==> src/rtl/hcsr04_sensor_emulator_pkg.sv <==
// -----------------------------------------------------------------------------
// hcsr04_sensor_emulator_pkg
// Shared definitions for the HC-SR04 sensor emulator: FSM state encodings
// (which double as the db_estado debug codes), the illegal-state debug code,
// default timing constants for a 50 MHz clock, and small elaboration helpers
// used to size the counters.
// No ports.
// -----------------------------------------------------------------------------
package hcsr04_sensor_emulator_pkg;

    // Encodings are chosen equal to the db_estado codes so the debug output is a
    // plain copy of the state register for every legal state.
    typedef enum logic [3:0] {
        ST_IDLE    = 4'b0000,
        ST_TRIG    = 4'b0001,
        ST_BURST   = 4'b0010,
        ST_ECHO    = 4'b0011,
        ST_HOLDOFF = 4'b0100
    } estado_t;

    localparam logic [3:0] DB_ILEGAL = 4'b1110;

    localparam int DEF_CICLOS_POR_CM   = 2941;
    localparam int DEF_TRIG_MIN_CICLOS = 500;
    localparam int DEF_BURST_CICLOS    = 10000;
    localparam int DEF_DIST_MAX        = 400;
    localparam int DEF_TIMEOUT_CICLOS  = 1900000;
    localparam int DEF_HOLDOFF_CICLOS  = 3000000;

    function automatic int max3(input int a, input int b, input int c);
        int m;
        m = (a > b) ? a : b;
        return (m > c) ? m : c;
    endfunction

    // Register width able to hold 0..m-1 (at least one bit).
    function automatic int largura(input int m);
        return (m > 1) ? $clog2(m) : 1;
    endfunction

endpackage

==> src/rtl/hcsr04_sensor_emulator_contador.sv <==
// -----------------------------------------------------------------------------
// hcsr04_sensor_emulator_contador
// Generic modulo-M up counter. Counts 0..M-1 and wraps to 0 when advanced
// from M-1. Clear has priority over count.
// Ports:
//   clock  in   system clock
//   reset  in   synchronous active-high reset (q -> 0)
//   zera   in   synchronous clear (q -> 0)
//   conta  in   advance by one
//   q      out  current count, width $clog2(M) (min 1)
//   fim    out  high while q == M-1
// -----------------------------------------------------------------------------
module hcsr04_sensor_emulator_contador
    import hcsr04_sensor_emulator_pkg::*;
#(
    parameter  int M = 2,
    localparam int W = largura(M)
) (
    input  logic         clock,
    input  logic         reset,
    input  logic         zera,
    input  logic         conta,
    output logic [W-1:0] q,
    output logic         fim
);

    localparam logic [W-1:0] ULTIMO = W'(M - 1);

    always_ff @(posedge clock) begin
        if (reset || zera) begin
            q <= '0;
        end else if (conta) begin
            q <= (q == ULTIMO) ? '0 : q + W'(1);
        end
    end

    assign fim = (q == ULTIMO);

endmodule

==> src/rtl/hcsr04_sensor_emulator.sv <==
// -----------------------------------------------------------------------------
// hcsr04_sensor_emulator
// Behavioural responder for the HC-SR04 ultrasonic sensor. A trigger pulse of
// at least TRIG_MIN_CICLOS synchronized cycles is accepted on its falling edge;
// after BURST_CICLOS cycles an echo pulse of distance*CICLOS_POR_CM cycles is
// produced (TIMEOUT_CICLOS when the distance is 0 or above DIST_MAX).
//
// Build option: define HCSR04_EMU_HOLDOFF_EN to add a HOLDOFF_CICLOS trigger
// lockout after each echo (ocupado stays high through it).
//
// Ports:
//   clock      in   system clock
//   reset      in   synchronous active-high reset
//   trigger    in   trigger from the interface controller (asynchronous)
//   distancia  in   simulated distance in cm, sampled at trigger acceptance
//   echo       out  echo pulse, registered
//   ocupado    out  busy from trigger acceptance to end of echo (or holdoff)
//   db_estado  out  debug state code
//
// state    | meaning
// ---------+----------------------------------------------------------------
// IDLE     | waiting for synchronized trigger high
// TRIG     | measuring trigger width (saturating); accept/reject on fall
// BURST    | fixed delay standing in for the 8-cycle 40 kHz burst
// ECHO     | echo high; sub-count mod CICLOS_POR_CM plus cm count vs distance
// HOLDOFF  | post-echo trigger lockout (only with HCSR04_EMU_HOLDOFF_EN)
// -----------------------------------------------------------------------------
module hcsr04_sensor_emulator
    import hcsr04_sensor_emulator_pkg::*;
#(
    parameter int CICLOS_POR_CM   = DEF_CICLOS_POR_CM,
    parameter int TRIG_MIN_CICLOS = DEF_TRIG_MIN_CICLOS,
    parameter int BURST_CICLOS    = DEF_BURST_CICLOS,
    parameter int DIST_MAX        = DEF_DIST_MAX,
    parameter int TIMEOUT_CICLOS  = DEF_TIMEOUT_CICLOS,
    parameter int HOLDOFF_CICLOS  = DEF_HOLDOFF_CICLOS
) (
    input  logic       clock,
    input  logic       reset,
    input  logic       trigger,
    input  logic [8:0] distancia,
    output logic       echo,
    output logic       ocupado,
    output logic [3:0] db_estado
);

    // One sub-counter serves both the burst delay and the echo timing, so it is
    // sized for the largest terminal count it has to reach.
    localparam int SUB_M  = max3(BURST_CICLOS, CICLOS_POR_CM, TIMEOUT_CICLOS);
    localparam int SUB_W  = largura(SUB_M);
    localparam int CM_M   = DIST_MAX;
    localparam int CM_W   = largura(CM_M);
    localparam int TRIG_M = TRIG_MIN_CICLOS + 1;

    localparam logic [SUB_W-1:0] SUB_FIM_BURST   = SUB_W'(BURST_CICLOS - 1);
    localparam logic [SUB_W-1:0] SUB_FIM_CM      = SUB_W'(CICLOS_POR_CM - 1);
    localparam logic [SUB_W-1:0] SUB_FIM_TIMEOUT = SUB_W'(TIMEOUT_CICLOS - 1);

`ifdef HCSR04_EMU_HOLDOFF_EN
    localparam estado_t ST_POS_ECHO = ST_HOLDOFF;
`else
    localparam estado_t ST_POS_ECHO = ST_IDLE;
    localparam int      HOLDOFF_UNUSED = HOLDOFF_CICLOS;
`endif

    estado_t state, next;

    logic       trig_m, trig_s;
    logic [8:0] dist_q;
    logic       in_range_q;
    logic       dist_ok;
    logic       aceita;
    logic       fim_echo;
    logic       cm_ultimo;

    logic             trig_zera, trig_conta, trig_fim;
    logic [largura(TRIG_M)-1:0] trig_q_unused;
    logic             sub_zera, sub_conta, sub_fim_unused;
    logic [SUB_W-1:0] sub_q;
    logic             cm_zera, cm_conta, cm_fim_unused;
    logic [CM_W-1:0]  cm_q;

    // Trigger width saturates at TRIG_MIN_CICLOS: counting stops once fim is
    // reached, so fim alone means "long enough".
    hcsr04_sensor_emulator_contador #(.M(TRIG_M)) u_trig (
        .clock (clock),
        .reset (reset),
        .zera  (trig_zera),
        .conta (trig_conta),
        .q     (trig_q_unused),
        .fim   (trig_fim)
    );

    hcsr04_sensor_emulator_contador #(.M(SUB_M)) u_sub (
        .clock (clock),
        .reset (reset),
        .zera  (sub_zera),
        .conta (sub_conta),
        .q     (sub_q),
        .fim   (sub_fim_unused)
    );

    hcsr04_sensor_emulator_contador #(.M(CM_M)) u_cm (
        .clock (clock),
        .reset (reset),
        .zera  (cm_zera),
        .conta (cm_conta),
        .q     (cm_q),
        .fim   (cm_fim_unused)
    );

`ifdef HCSR04_EMU_HOLDOFF_EN
    logic hold_zera, hold_conta, hold_fim;
    logic [largura(HOLDOFF_CICLOS)-1:0] hold_q_unused;

    assign hold_zera = (state != ST_HOLDOFF);

    hcsr04_sensor_emulator_contador #(.M(HOLDOFF_CICLOS)) u_hold (
        .clock (clock),
        .reset (reset),
        .zera  (hold_zera),
        .conta (hold_conta),
        .q     (hold_q_unused),
        .fim   (hold_fim)
    );
`endif

    assign dist_ok   = (distancia != 9'd0) && (int'(distancia) <= DIST_MAX);
    // The last cm is the one numbered d-1 (cm count starts at 0).
    assign cm_ultimo = ((int'(cm_q) + 1) == int'(dist_q));

    always_ff @(posedge clock) begin
        if (reset) begin
            state <= ST_IDLE;
        end else begin
            state <= next;
        end
    end

    always_ff @(posedge clock) begin
        if (reset) begin
            trig_m     <= 1'b0;
            trig_s     <= 1'b0;
            echo       <= 1'b0;
            ocupado    <= 1'b0;
            dist_q     <= '0;
            in_range_q <= 1'b0;
        end else begin
            trig_m  <= trigger;
            trig_s  <= trig_m;
            echo    <= (next == ST_ECHO);
            ocupado <= (next == ST_BURST) || (next == ST_ECHO) || (next == ST_HOLDOFF);
            if (aceita) begin
                dist_q     <= distancia;
                in_range_q <= dist_ok;
            end
        end
    end

    always_comb begin
        next       = state;
        aceita     = 1'b0;
        fim_echo   = 1'b0;
        trig_zera  = 1'b0;
        trig_conta = 1'b0;
        sub_zera   = 1'b0;
        sub_conta  = 1'b0;
        cm_zera    = 1'b0;
        cm_conta   = 1'b0;
`ifdef HCSR04_EMU_HOLDOFF_EN
        hold_conta = 1'b0;
`endif
        case (state)
            ST_IDLE: begin
                sub_zera = 1'b1;
                cm_zera  = 1'b1;
                if (trig_s) begin
                    trig_conta = 1'b1;
                    next       = ST_TRIG;
                end else begin
                    trig_zera = 1'b1;
                end
            end
            ST_TRIG: begin
                sub_zera = 1'b1;
                cm_zera  = 1'b1;
                if (trig_s) begin
                    trig_conta = !trig_fim;
                end else begin
                    trig_zera = 1'b1;
                    if (trig_fim) begin
                        aceita = 1'b1;
                        next   = ST_BURST;
                    end else begin
                        next = ST_IDLE;
                    end
                end
            end
            ST_BURST: begin
                trig_zera = 1'b1;
                cm_zera   = 1'b1;
                if (sub_q == SUB_FIM_BURST) begin
                    sub_zera = 1'b1;
                    next     = ST_ECHO;
                end else begin
                    sub_conta = 1'b1;
                end
            end
            ST_ECHO: begin
                trig_zera = 1'b1;
                if (in_range_q) begin
                    if (sub_q == SUB_FIM_CM) begin
                        sub_zera = 1'b1;
                        if (cm_ultimo) begin
                            fim_echo = 1'b1;
                        end else begin
                            cm_conta = 1'b1;
                        end
                    end else begin
                        sub_conta = 1'b1;
                    end
                end else begin
                    if (sub_q == SUB_FIM_TIMEOUT) begin
                        sub_zera = 1'b1;
                        fim_echo = 1'b1;
                    end else begin
                        sub_conta = 1'b1;
                    end
                end
                if (fim_echo) begin
                    cm_zera = 1'b1;
                    next    = ST_POS_ECHO;
                end
            end
`ifdef HCSR04_EMU_HOLDOFF_EN
            ST_HOLDOFF: begin
                trig_zera = 1'b1;
                sub_zera  = 1'b1;
                cm_zera   = 1'b1;
                if (hold_fim) begin
                    next = ST_IDLE;
                end else begin
                    hold_conta = 1'b1;
                end
            end
`endif
            default: begin
                trig_zera = 1'b1;
                sub_zera  = 1'b1;
                cm_zera   = 1'b1;
                next      = ST_IDLE;
            end
        endcase
    end

    always_comb begin
        db_estado = DB_ILEGAL;
        case (state)
            ST_IDLE, ST_TRIG, ST_BURST, ST_ECHO: db_estado = state;
`ifdef HCSR04_EMU_HOLDOFF_EN
            ST_HOLDOFF:                          db_estado = state;
`endif
            default:                             db_estado = DB_ILEGAL;
        endcase
    end

endmodule

==> config.mk <==
export PLATFORM = sky130hd
export DESIGN_NAME = hcsr04_sensor_emulator
export DESIGN_NICKNAME = d
export VERILOG_FILES = /design/src/rtl/hcsr04_sensor_emulator_pkg.sv /design/src/rtl/hcsr04_sensor_emulator_contador.sv /design/src/rtl/hcsr04_sensor_emulator.sv
export SDC_FILE = /design/constraint.sdc
export NUM_CORES = 1
export LEC_CHECK = 0
export ABC_AREA = 0
export BUFFER_PORTS_ARGS = -buffer_cell sky130_fd_sc_hd__buf_4
export CORE_MARGIN = 2
export CORE_UTILIZATION = 60
export CTS_CLUSTER_DIAMETER = 50
export DETAILED_ROUTE_END_ITERATION = 12
export PLACE_DENSITY = 0.85
export SYNTH_ARGS = -nofsm -noshare
export SYNTH_HDL_FRONTEND = slang
export SYNTH_HIERARCHICAL = 1
export SYNTH_SLANG_ARGS = --single-unit
==> constraint.sdc <==
create_clock -name clock -period 7.95 [get_ports clock]
set_input_delay 1.59 -clock clock [delete_from_list [all_inputs] [get_ports clock]]
set_output_delay 1.59 -clock clock [all_outputs]
set_load 0.01 [all_outputs]
* Word level (Yosys, flattened, before mapping)
Cells that the tools add are included.
W data, S select, Z words.
** Word-level totals
- Register bits after elaboration :: 57
- Bits of input ports :: 12
** Operators by class
- Mux-type cells :: 38
- Magnitude comparators :: 1
- Reductions and logical operators :: 11
- $add $sub $neg :: 4
- Equal/unequal tests :: 12
** Operators with widths (count)
- $mux W1 :: 25
- $add A21 B1 Y21 const B :: 1
- $eq A21 B12 Y1 const B :: 1
- $eq A21 B14 Y1 const B :: 1
- $eq A21 B21 Y1 const B :: 1
- $mux W21 :: 1
- $mux W4 :: 5
- $add A9 B1 Y9 const B :: 2
- $eq A9 B9 Y1 const B :: 2
- $mux W9 :: 2
- $eq A4 B2 Y1 const B :: 4
- $pmux W4 S4 :: 1
- $add A9 B1 Y10 const B :: 1
- $eq A10 B9 Y1 :: 1
- $le A9 B9 Y1 const B :: 1
- $reduce_bool A9 Y1 :: 1
- $pmux W1 S2 :: 3
- $logic_or A1 B1 Y1 :: 5
- $eq A4 B1 Y1 const B :: 1
- $eq A4 B3 Y1 const B :: 1
- $logic_not A4 Y1 :: 1
- $reduce_or A4 Y1 :: 1
- $mux W2 :: 1
- $reduce_or A2 Y1 :: 1
- other kinds (2) :: 2

* Depth between registers and ports, before layout
- Depth in word-level cells :: 11
- Mapped depth :: 11

* By module
Netlist, hierarchy kept.
** By module, submodules not included
- hcsr04_sensor_emulator :: cells an instance 154, seq. area each 360.3 sq um, instances 1, area each 1176.1 sq um
- hcsr04_sensor_emulator_contador (u_sub) :: cells an instance 126, seq. area each 420.4 sq um, instances 1, area each 1071.0 sq um
- hcsr04_sensor_emulator_contador (u_trig) :: cells an instance 59, seq. area each 180.2 sq um, instances 1, area each 491.7 sq um
- hcsr04_sensor_emulator_contador (u_cm) :: cells an instance 48, seq. area each 180.2 sq um, instances 1, area each 447.9 sq um

* Least setup slack after synthesis
OpenSTA, ideal clock, no wires.
- Kind :: reg2reg
- Start point :: reg u_cm.q[0]
- End point :: reg u_cm.q[0]
- Period minus slack after synthesis :: 2.731 ns
- Data required time :: 7.817 ns
- Arrival :: 2.597 ns
- Path slack :: 5.219 ns
- Stages on the path, launching flop included :: 12
- Cells stage by stage :: dfxtp_1 -> ha_1 -> buf_6 -> xnor3_1 -> or4b_1 -> a31oi_1 -> a31oi_1 -> o2111a_1 -> clkbuf_2 -> inv_1 -> o41ai_4 -> nor2_1
** RTL lines
- start: declaration :: line hcsr04_sensor_emulator_contador.sv:23 : output logic [W-1:0] q,
- start signal: assignment :: line hcsr04_sensor_emulator_contador.sv:33 : q <= (q == ULTIMO) ? '0 : q + W'(1);
- $add A9 B1 Y10 :: line hcsr04_sensor_emulator.sv:130 : assign cm_ultimo = ((int'(cm_q) + 1) == int'(dist_q));
- $eq A10 B9 Y1 :: line hcsr04_sensor_emulator.sv:130
- $mux W1 :: line hcsr04_sensor_emulator.sv:214 : if (cm_ultimo) begin
- $mux W1 :: line hcsr04_sensor_emulator.sv:212 : if (sub_q == SUB_FIM_CM) begin
- $mux W1 :: line hcsr04_sensor_emulator.sv:211 : if (in_range_q) begin
- $mux W1 :: line hcsr04_sensor_emulator.sv:173 : case (state)
- named net cm_conta :: line hcsr04_sensor_emulator.sv:80 : logic cm_zera, cm_conta, cm_fim_unused;
The timed path passes the listed nets, and every way through them passes these cells. The select of a mux whose other input is x is not followed.
A chain may end at the register's enable or synchronous reset.

* Final worst setup path
- Start point :: reg u_cm.q[0]
- End point :: reg u_cm.q[2]
Same word-level chain as after synthesis.

==> reports/summary.log <==
INFO  clock_network  cts_max_path_buffers=2
INFO  yosys          netlist_area=3176um^2
INFO  sta            slew_violations=0
INFO  finish         filler_cell_count=421
INFO  drt            drt-pass1-iter-count=6
INFO  sta            max_clock_freq=307.8MHz
INFO  die            die_width=76.75um
INFO  run            max_cap_viol_count=0
INFO  placed_design  gp_congestion=0.8993
INFO  placed_design  io_buf_count=17
INFO  sta            max-slew-margin-rel=0.4471
INFO  clock_network  clock_tree_root_driver_cell=clkbuf_8
INFO  drt            detail_route.wl_per_cell=15.71um
INFO  die            die-height=76.75um
INFO  die            die-area=5891um^2
INFO  global_route   antenna_found_initial=0
INFO  outcome        status=finished clean
INFO  die            row_count=26
INFO  global_route   global_route.usage.total=0.2738
INFO  clock_network  cts-buffers-inserted=9
INFO  clock_network  clock_tree_from_tritoncts=built
INFO  clock_network  clk-insertion-delay-late=0.34ns
INFO  setup_path     depth_of_the_worst_register_to_register_path=9
INFO  global_route   grt-ovfl-total=0
INFO  yosys          yosys_warnings=6
INFO  clock_network  holdBufCountCts=0
INFO  finish         layout.nets=417
INFO  drt            detailroute.via_count=2,924
INFO  sta            finalSetupTns=0ns
INFO  clock_network  clkSinkCount=57
INFO  sta            setup_viol=0
INFO  die            fp.coreArea=5107um^2
INFO  global_route   grt_pass1_vias=2,800
INFO  sta            final_min_period=3.248ns
INFO  global_route   wire_length_of_the_first_global_routing_pass=13.05mm
INFO  finish         area_delta_synth_final=11.90%
INFO  setup_path     crit_path_frequent_cell=a31oi_1
INFO  finish         n_antenna_cell=0
INFO  drt            wirelength=7.448mm
INFO  sta            report.final.hold_viol_count=0
INFO  yosys          avg_inst_size_synth=8.248um^2
INFO  setup_path     arrival=3.45ns
INFO  clock_network  cts.repair_timing.setup_buffer_count=0
INFO  clock_network  clk_transition_reported_paths=0.07ns
INFO  setup_path     cell_by_cell_trace_of_the_critical_path=ha_1, xnor3_1, or4b_1, a31oi_1, a31oi_1, o2111a_1, inv_1, o41ai_4, nor2_1
INFO  sta            final.period_utilization=0.4086
INFO  die            initial_core_util=0.6218
INFO  pwr            power.density=171.2nW/um^2
INFO  setup_path     setup.worst_path.start_class=flip-flop
INFO  placed_design  hpwlAfterDp=5.160mm
INFO  sta            worstMarginPinSlew=0.8293ns
INFO  pwr            p_total=0.6084mW
INFO  finish         post-route-util=0.6957
INFO  clock_network  ctsHtreeMaxLevel=3
INFO  setup_path     timing.critical_path.required=8.15ns
INFO  drt            drc=0
INFO  setup_path     setup.worst_path.class=reg -> reg
INFO  clock_network  post_cts_resized=0
INFO  drt            route.detailed.vias_per_inst=6.169
INFO  pwr            peakVddDrop=120.0uV
INFO  worst_hold_path whs_path_depth=1
INFO  sta            rsz0062_at_grt=false
INFO  worst_hold_path holdCritPathClass=reg -> reg
INFO  drt            ant_nets=0
INFO  setup_path     cp_max_fo=9
INFO  pwr            static-leakage-power=1.051nW
INFO  die            pin_count=18
INFO  global_route   pin_count_of_the_biggest_net_entering_global_routing=21
INFO  drt            initial_drt_markers=218
INFO  yosys          netlist_instances=385
INFO  finish         finish.cell_count_without_fillers=474
INFO  setup_path     critical_path.slowest_cell=o41ai_4
INFO  sta            timing.clock.skew=0.01112ns
INFO  setup_path     worst_setup_path_end_kind=flip-flop
INFO  placed_design  dp.cells=459
INFO  setup_path     crit_path_max_incr_delay=0.57ns
INFO  finish         drive_above_1_share=0.1139
==> placed cells by master (no fill, tap or decap), drive strengths merged, types with 7 or more instances in the layout <==
cell type	count
a21oi	32
buf	17
clkbuf	11
dfxtp	57
inv	15
nand2	42
nand3	18
nand4	15
nor2	25
nor2b	7
nor4	10
o21ai	18
o22ai	7
or3	19
xnor2	16
xor2	9
==> path summary, 6_finish.rpt <==
check | slack [ns] | to | start
worst min register to register | 0.45 | trig_s | trig_m
worst max register to register | 4.70 | u_cm/q[2] | u_cm/q[0]
worst min-delay path | 0.45 | trig_s | trig_m
worst max-delay path | 4.70 | u_cm/q[2] | u_cm/q[0]
==> final cells by class <==
class,instances,area (um^2),area share
multi-input combinational,300,1913,0.5384
sequential,57,1141,0.3211
clock buffer,11,151.4,0.04261
timing repair buffer,17,127.6,0.03592
tap,70,87.58,0.02465
clock inverter,4,76.32,0.02148
inverter,15,56.30,0.01585
==> critical path, delay by kind of cell (launching register included) <==
| family | cells | cell delay [ns] |
|---|---|---|
| AOI/OAI and AO/OA | 4 | 1.40 |
| xor gates and xnor gates | 1 | 0.36 |
| adders and majority gates | 1 | 0.40 |
| buffers and inverters | 1 | 0.12 |
| DFF | 1 | 0.54 |
| and+or+nand+nor | 2 | 0.29 |
==> metrics by stage <==
stage	setup slack [ns]	hold WS, ns	area [um^2]
detailed placement	4.762	0.4340	3326
finish	4.702	0.4518	3553
floorplan	5.219	0.4138	3179
CTS	4.730	0.4528	3553
global route	4.422	0.4690	3553
global placement	4.894	0.4319	3326
==> registers in the layout, summed over array words and instances, names as in the netlist <==
signal	flops
u_sub/q	21
dist_q	9
u_cm/q	9
u_trig/q	9
state	4
echo	1
in_range_q	1
ocupado	1
trig_m	1
trig_s	1
==> per-layer routing <==
layer  vias to the layer above  track usage  routed length, um
met2                        87       0.4693               3778
met3                        12      0.06588                312
li1                       1440            -                  -
met1                      1385       0.3383               3253
met4                         0      0.08727                104
met5                         -            0                  0
==> power breakdown <==
group | internal [mW] | leakage (nW) | total, mW | switching (mW)
Sequential | 0.287 | 0.460 | 0.287 | 0.000732
Clock | 0.192 | 0.112 | 0.309 | 0.117
Combinational | 0.00587 | 0.479 | 0.0122 | 0.00632
Total | 0.485 | 1.05 | 0.608 | 0.124
(Power assumes the default switching activity.)
